`src/rtl/kitt_pkg.sv`:
```
// Shared types and constants for the KITT show sequencer: FSM states, scanner
// settings record, the show table and the shuffle LFSR constants.
package kitt_pkg;

    typedef enum logic [2:0] {
        IDLE,
        LOAD,
        RUN,
        PAUSED,
        ADVANCE
    } kitt_state_t;

    typedef struct packed {
        logic [1:0] mode;
        logic       speed;
        logic       oinv;
    } kitt_cfg_t;

    // Packed as {mode[1:0], speed, oinv}
    localparam kitt_cfg_t KITT_TABLE [0:7] = '{
        4'b0000, 4'b0010, 4'b0100, 4'b0110,
        4'b1000, 4'b1011, 4'b1100, 4'b1111
    };

    localparam logic [7:0] LFSR_TAPS = 8'hB8;
    localparam logic [7:0] LFSR_SEED = 8'h5A;

    // One step of a right-shifting Galois LFSR
    function automatic logic [7:0] lfsr_step(input logic [7:0] v);
        return v[0] ? ((v >> 1) ^ LFSR_TAPS) : (v >> 1);
    endfunction

endpackage

```
`src/rtl/kitt_boundary_timer.sv`:
```
// Dwell and timeout counters: flags a sweep boundary (real or forced by timeout)
// and whether the current table entry has completed its dwell. Boundary is combinational.
module kitt_boundary_timer #(
    parameter int DWELL_SWEEPS = 4,
    parameter int TIMEOUT_CYC  = 10_000_000
) (
    input  logic clk,
    input  logic rst,
    input  logic clr,
    input  logic cnt_en,
    input  logic sweep_done,
    output logic boundary,
    output logic dwell_done
);

    localparam logic [7:0]  DWELL_N  = 8'(DWELL_SWEEPS);
    localparam logic [23:0] TMO_LAST = 24'(TIMEOUT_CYC - 1);

    logic [7:0]  dwell_cnt;
    logic [23:0] tmo_cnt;

    assign boundary = cnt_en && (sweep_done || (tmo_cnt == TMO_LAST));

    // Level term covers a dwell that completed in the same cycle a pause began
    assign dwell_done = (dwell_cnt == DWELL_N) ||
                        (boundary && (dwell_cnt == DWELL_N - 8'd1));

    always_ff @(posedge clk or posedge rst) begin
        if (rst) begin
            dwell_cnt <= '0;
            tmo_cnt   <= '0;
        end else if (clr) begin
            dwell_cnt <= '0;
            tmo_cnt   <= '0;
        end else if (cnt_en) begin
            if (boundary) begin
                if (dwell_cnt != DWELL_N)
                    dwell_cnt <= dwell_cnt + 8'd1;
                tmo_cnt <= '0;
            end else begin
                tmo_cnt <= tmo_cnt + 24'd1;
            end
        end
    end

endmodule

```
`src/rtl/kitt_show_sequencer.sv`:
```
// Show scheduler for kitt_scan_core: steps through KITT_TABLE at sweep boundaries,
// or passes manual pins through when auto_en=0. Define KITT_SHUFFLE_EN for LFSR order.
module kitt_show_sequencer
    import kitt_pkg::*;
#(
    parameter int DWELL_SWEEPS = 4,
    parameter int TIMEOUT_CYC  = 10_000_000,
    parameter int N_ENTRIES    = 8
) (
    input  logic       clk,
    input  logic       rst,
    input  logic       auto_en,
    input  logic       pause,
    input  logic       skip,
    input  logic       man_ena,
    input  logic [1:0] man_mode,
    input  logic       man_speed,
    input  logic       man_oinv,
    input  logic       sweep_done,
    output logic       core_ena,
    output logic [1:0] core_mode,
    output logic       core_speed,
    output logic       core_oinv,
    output logic [2:0] step_idx,
    output logic       busy
);

    localparam logic [2:0] LAST_IDX = 3'(N_ENTRIES - 1);

    kitt_state_t state, state_nxt;
    kitt_cfg_t   cfg_q, cfg_nxt;
    logic        ena_q, ena_nxt;
    logic [2:0]  idx_q, idx_nxt;
    logic        busy_q, busy_nxt;
    logic        skip_pend, skip_pend_nxt;
    logic        boundary, dwell_done;
    logic [2:0]  seq_idx;

    kitt_boundary_timer #(
        .DWELL_SWEEPS (DWELL_SWEEPS),
        .TIMEOUT_CYC  (TIMEOUT_CYC)
    ) u_timer (
        .clk        (clk),
        .rst        (rst),
        .clr        (state == LOAD),
        .cnt_en     (state == RUN),
        .sweep_done (sweep_done),
        .boundary   (boundary),
        .dwell_done (dwell_done)
    );

    assign seq_idx = (idx_q == LAST_IDX) ? 3'd0 : idx_q + 3'd1;

`ifdef KITT_SHUFFLE_EN
    logic [7:0] lfsr, lfsr_nxt;
    logic [2:0] shuf_idx;

    always_ff @(posedge clk or posedge rst) begin
        if (rst) lfsr <= LFSR_SEED;
        else     lfsr <= lfsr_nxt;
    end

    always_comb begin
        lfsr_nxt = lfsr;
        if (auto_en && state == ADVANCE)
            lfsr_nxt = lfsr_step(lfsr);
        shuf_idx = 3'(int'(lfsr_nxt[2:0]) % N_ENTRIES);
        if (shuf_idx == idx_q)
            shuf_idx = seq_idx;
    end
`else
    logic [2:0] shuf_idx;
    assign shuf_idx = seq_idx;
`endif

    always_ff @(posedge clk or posedge rst) begin
        if (rst) begin
            state     <= IDLE;
            cfg_q     <= '0;
            ena_q     <= 1'b0;
            idx_q     <= '0;
            busy_q    <= 1'b0;
            skip_pend <= 1'b0;
        end else begin
            state     <= state_nxt;
            cfg_q     <= cfg_nxt;
            ena_q     <= ena_nxt;
            idx_q     <= idx_nxt;
            busy_q    <= busy_nxt;
            skip_pend <= skip_pend_nxt;
        end
    end

    always_comb begin
        state_nxt     = state;
        cfg_nxt       = cfg_q;
        ena_nxt       = ena_q;
        idx_nxt       = idx_q;
        skip_pend_nxt = skip_pend;

        if ((state == RUN || state == PAUSED) && skip)
            skip_pend_nxt = 1'b1;

        case (state)
            IDLE: begin
                cfg_nxt = '{mode: man_mode, speed: man_speed, oinv: man_oinv};
                ena_nxt = man_ena;
                if (auto_en) begin
                    state_nxt = LOAD;
                    idx_nxt   = 3'd0;
                end
            end
            LOAD: begin
                cfg_nxt       = KITT_TABLE[idx_q];
                ena_nxt       = 1'b1;
                skip_pend_nxt = 1'b0;
                state_nxt     = RUN;
            end
            RUN: begin
                if (pause) begin
                    state_nxt = PAUSED;
                    ena_nxt   = 1'b0;
                end else if (dwell_done || (boundary && (skip_pend || skip))) begin
                    state_nxt = ADVANCE;
                end
            end
            PAUSED: begin
                if (!pause) begin
                    state_nxt = RUN;
                    ena_nxt   = 1'b1;
                end
            end
            ADVANCE: begin
                idx_nxt   = shuf_idx;
                state_nxt = LOAD;
            end
            default: state_nxt = IDLE;
        endcase

        // Dropping auto_en wins over everything; index is kept for inspection
        if (!auto_en) begin
            state_nxt = IDLE;
            cfg_nxt   = '{mode: man_mode, speed: man_speed, oinv: man_oinv};
            ena_nxt   = man_ena;
            idx_nxt   = idx_q;
        end

        busy_nxt = (state_nxt != IDLE);
    end

    assign core_ena   = ena_q;
    assign core_mode  = cfg_q.mode;
    assign core_speed = cfg_q.speed;
    assign core_oinv  = cfg_q.oinv;
    assign step_idx   = idx_q;
    assign busy       = busy_q;

endmodule

```
`config.mk`:
```
export PLATFORM = sky130hd
export DESIGN_NAME = kitt_show_sequencer
export DESIGN_NICKNAME = d
export VERILOG_FILES = /design/src/rtl/kitt_pkg.sv /design/src/rtl/kitt_boundary_timer.sv /design/src/rtl/kitt_show_sequencer.sv
export SDC_FILE = /design/constraint.sdc
export NUM_CORES = 1
export LEC_CHECK = 0
export CAP_MARGIN = 30
export CORE_UTILIZATION = 51
export DETAILED_ROUTE_END_ITERATION = 8
export MAX_ROUTING_LAYER = met4
export PLACE_DENSITY = 0.71
export SLEW_MARGIN = 15
export SYNTH_ARGS = -nofsm -noshare
export SYNTH_HDL_FRONTEND = slang
export SYNTH_SLANG_ARGS = --single-unit
```
`constraint.sdc`:
```
create_clock -name clk -period 2.6 [get_ports clk]
set_input_delay 0.65 -clock clk [delete_from_list [all_inputs] [get_ports clk]]
set_output_delay 0.65 -clock clk [all_outputs]
set_load 0.005 [all_outputs]
```
==> parameters.txt <==
Parameter                              Value

Clock tree
  CTS max path bufs    2
  Clock root buffer master    sky130_fd_sc_hd__clkbuf_8
  Clk slew on worst S/H paths    0.09 ns
  Hold buffer count at CTS    0
  Level count of the clock H-tree    2
  CTS-repair resized insts    0
  Total number of clock tree sinks    45
  Insertion delay to the later sink of the worst-skew pair    0.30 ns
  Number of buffers inserted to repair setup after CTS    0
  CTS tree    done
  Number of buffers created by CTS    5

Setup path
  Worst-path cell chain    or4b_4 > nor4_4 > a21oi_2 > buf_4 > or4_1 > o21ai_0
  Maximum fanout along the worst path    12
  Arrival time reported for the critical path endpoint    2.46 ns
  Endpoint type of the worst setup path    register
  Path type of the worst setup path    register to register
  CP delay by family, top    simple AND/OR/NAND/NOR gates
  CP max-delay cell    sky130_fd_sc_hd__or4b_4
  Worst endpoint required time    2.83 ns
  Number of buffers and inverters on the critical path    1
  Max stage delay on crit path    0.58 ns
  Startpoint kind of the worst setup timing path    register

Place
  Sum of net half-perimeters after detailed placement    3770 µm
  Placed cell area    2810 µm²
  Port Buffers    19
  Weighted congestion reported at the end of routability-driven placement    0.837

STA
  Final-layout setup total negative slack    0 ns
  Hold Vio Cnt, Final    0
  Period Utilization, post-route    85.7%
  Number of slew-limit violations in the final report    0
  Post-layout min period    2.23 ns
  Final Setup Violations    0
  Worst slew slack as a fraction of its limit    61.8%
  Clock Skews    0.0118 ns
  RSZ-0062 raised after global routing    false
  Max Clock Freq    0.449 GHz
  Slew of the pin with the lowest slew margin    0.567 ns

Power and ir drop
  Switching share of power    33.1%
  Flop pwr share    44.0%
  Power density normalized to cell area    705 nW/µm²
  Proportion of power drawn by combinational gates    29.6%
  Net switching power    684 µW
  Maximum resistive drop on vdd    0.000440 V
  Clock network fraction of total power    26.4%
  Leakage power    0.00122 µW
  Internal Dissipation    1380 µW

Worst hold path
  Hold Path Class    register to register

Yosys
  Most numerous cell types in the synthesized netlist    sky130_fd_sc_hd__dfrtp_1 (45), sky130_fd_sc_hd__nor2_1 (33), sky130_fd_sc_hd__nand2_1 (26)
  Synthesized instance count    271
  FFs w/ async S/R, synth    100%
  Post-Syn Area    2510 µm²
  Number of different library cells in the post-synthesis netlist    48
  Sequential-to-total area share from yosys stat    44.9%
  Area share of the leading cell type in the synthesized netlist    44.9%
  Number of register bits inferred by synthesis    45
  Cells taking the most area after synthesis    sky130_fd_sc_hd__dfrtp_1 (45%), sky130_fd_sc_hd__nor2_1 (4.9%), sky130_fd_sc_hd__nand2_1 (3.9%), sky130_fd_sc_hd__xnor2_1 (3.8%), sky130_fd_sc_hd__mux2i_1 (2.8%)
  Number of warnings issued by yosys    0
  Leading cell type by number of instances after synthesis    sky130_fd_sc_hd__dfrtp_1
  Main flop type after synthesis    sky130_fd_sc_hd__dfrtp_1
  Yosys top cell by area    sky130_fd_sc_hd__dfrtp_1
  Net Count, Synth    287
  Mean instance size in the synthesized netlist    9.25 µm²
  Post-synth EDFFs    0

Global route
  Pin count of the biggest net entering global routing    46
  Number of global-route vias before repair    1949
  Overall global routing resource usage    23.2%
  Wire length of the first global-routing pass    9170 µm
  Initial antenna violation count    0
  Residual overflow from global routing    0

Die
  Die boundary height    72.1 µm
  Standard-cell rows    25
  Placeable core region    4720 µm²
  DIE AREA    5200 µm²
  IO Pins    20
  Die extent in x    72.1 µm
  Effective utilization at floorplan    53.1%

Final layout
  Design Area, Final    2930 µm²
  Number of inserted diodes    0
  Layout-stage area growth over the synthesis result    16.9%
  Ratio of cells with drive above 1 in the final layout    9.43%
  Number of nets in the final layout    312

Drt
  Number of vias after detailed routing    2074
  Via density per instance    5.70
  Routed wire per std cell    14.5 µm
  Detailed-routing iteration count for the pre-antenna-repair pass    5
  Antenna viol nets, final    0
  Routed WL    5290 µm
  Number of remaining DRC errors    0
  Initial DRC Count    97

Run status
  Run status    finished clean

Flow run
  Max-capacitance violation count    0
cell families (layout without fill, tap and decap cells):
logic type | Yosys count | count (layout) | synth area share, %
multiplexers | 8 | 8 | 3.39
XOR/XNOR | 17 | 17 | 5.94
AND/OR/NAND/NOR | 128 | 128 | 27.8
flip-flops | 45 | 45 | 44.9
buffers and inverters | 19 | 45 | 3.09
AO/OA/AOI/OAI | 49 | 49 | 12.3
adder cells (fa/ha/maj) | 5 | 5 | 2.50
sequential cells by signal (all words and copies together) (netlist names):
signal,cells
skip_pend,1
busy,1
u_timer.dwell_cnt,8
state,3
core_speed,1
u_timer.tmo_cnt,24
core_oinv,1
core_mode,2
core_ena,1
step_idx,3
path summary, 6_finish.rpt:
check	cells after the start	end	slack, ns	from
max	6	u_timer.dwell_cnt[6]$_DFFE_PP0P_	0.37	u_timer.tmo_cnt[13]$_DFFE_PP0P_
min	1	u_timer.dwell_cnt[7]$_DFFE_PP0P_	0.48	u_timer.dwell_cnt[7]$_DFFE_PP0P_
max reg2reg	6	u_timer.dwell_cnt[6]$_DFFE_PP0P_	0.37	u_timer.tmo_cnt[13]$_DFFE_PP0P_
min reg2reg	1	u_timer.dwell_cnt[7]$_DFFE_PP0P_	0.48	u_timer.dwell_cnt[7]$_DFFE_PP0P_
max in group asynchronous	3	u_timer.tmo_cnt[18]$_DFFE_PP0P_	1.69	rst
min in group asynchronous	3	core_mode[1]$_DFFE_PP0P_	0.69	rst
power by group through the flow:
stage | clock network [µW] | registers [µW] | logic, µW
final | 545 | 908 | 612
after global routing | 579 | 921 | 696
after floorplan | 0 | 870 | 437
after detailed placement | 0 | 918 | 617
after CTS | 560 | 904 | 617
after global placement | 0 | 916 | 603
layout by cell type, fill, tap and decap left out, types with 2 or more instances in the layout:
cell type                         count
sky130_fd_sc_hd__a211oi_1             3
sky130_fd_sc_hd__a21o_1               2
sky130_fd_sc_hd__a21oi_1             11
sky130_fd_sc_hd__a311oi_1             2
sky130_fd_sc_hd__a31oi_1              5
sky130_fd_sc_hd__a41oi_1              2
sky130_fd_sc_hd__and3_1               4
sky130_fd_sc_hd__and4_1               3
sky130_fd_sc_hd__buf_4                7
sky130_fd_sc_hd__clkbuf_8             6
sky130_fd_sc_hd__clkdlybuf4s50_1     19
sky130_fd_sc_hd__dfrtp_1             45
sky130_fd_sc_hd__ha_1                 5
sky130_fd_sc_hd__inv_1                8
sky130_fd_sc_hd__mux2i_1              7
sky130_fd_sc_hd__nand2_1             26
sky130_fd_sc_hd__nand3_1             13
sky130_fd_sc_hd__nand4_1              9
sky130_fd_sc_hd__nand4b_1             3
sky130_fd_sc_hd__nor2_1              33
sky130_fd_sc_hd__nor3_1              11
sky130_fd_sc_hd__nor3b_1              2
sky130_fd_sc_hd__nor3b_2              2
sky130_fd_sc_hd__nor4_1               4
sky130_fd_sc_hd__o21ai_0             13
sky130_fd_sc_hd__o21ai_1              2
sky130_fd_sc_hd__or3_1                4
sky130_fd_sc_hd__or3b_2               4
sky130_fd_sc_hd__or4_1                3
sky130_fd_sc_hd__xnor2_1             11
sky130_fd_sc_hd__xor2_1               6
layout make-up:
| type | count | area, µm² |
|---|---|---|
| inverters | 10 | 37.5 |
| repair buffers | 27 | 263 |
| clock buffers | 7 | 86.3 |
| flip-flops and latches | 45 | 1130 |
| clock inverters | 1 | 30.0 |
| multi-input cells | 207 | 1300 |
| well taps | 67 | 83.8 |
| fillers | 407 | 1790 |
per-layer routing:
metal	track usage [%]	wire (µm)	vias to the layer above	part of all wire, %
li1	-	-	1031	-
met3	4.17	214	9	4.0
met5	-	0	-	0
met2	37.2	2510	40	48
met4	6.32	61	0	1.2
met1	30.4	2500	994	47
through the flow:
| stage | cells | util [%] | power, µW | hold slack, ns | setup WS, ns |
|---|---|---|---|---|---|
| finish | 364 | 62.0 | 2060 | 0.476 | 0.371 |
| global route | 364 | 62.0 | 2200 | 0.505 | 0.256 |
| CTS | 364 | 62.0 | 2080 | 0.479 | 0.361 |
| detailed placement | 356 | 59.5 | 1530 | 0.469 | 0.364 |
| global placement | 356 | 59.5 | 1520 | 0.454 | 0.378 |
| floorplan | 271 | - | 1310 | 0.439 | 0.403 |
Note: power is estimated with default switching activity, not from simulation.
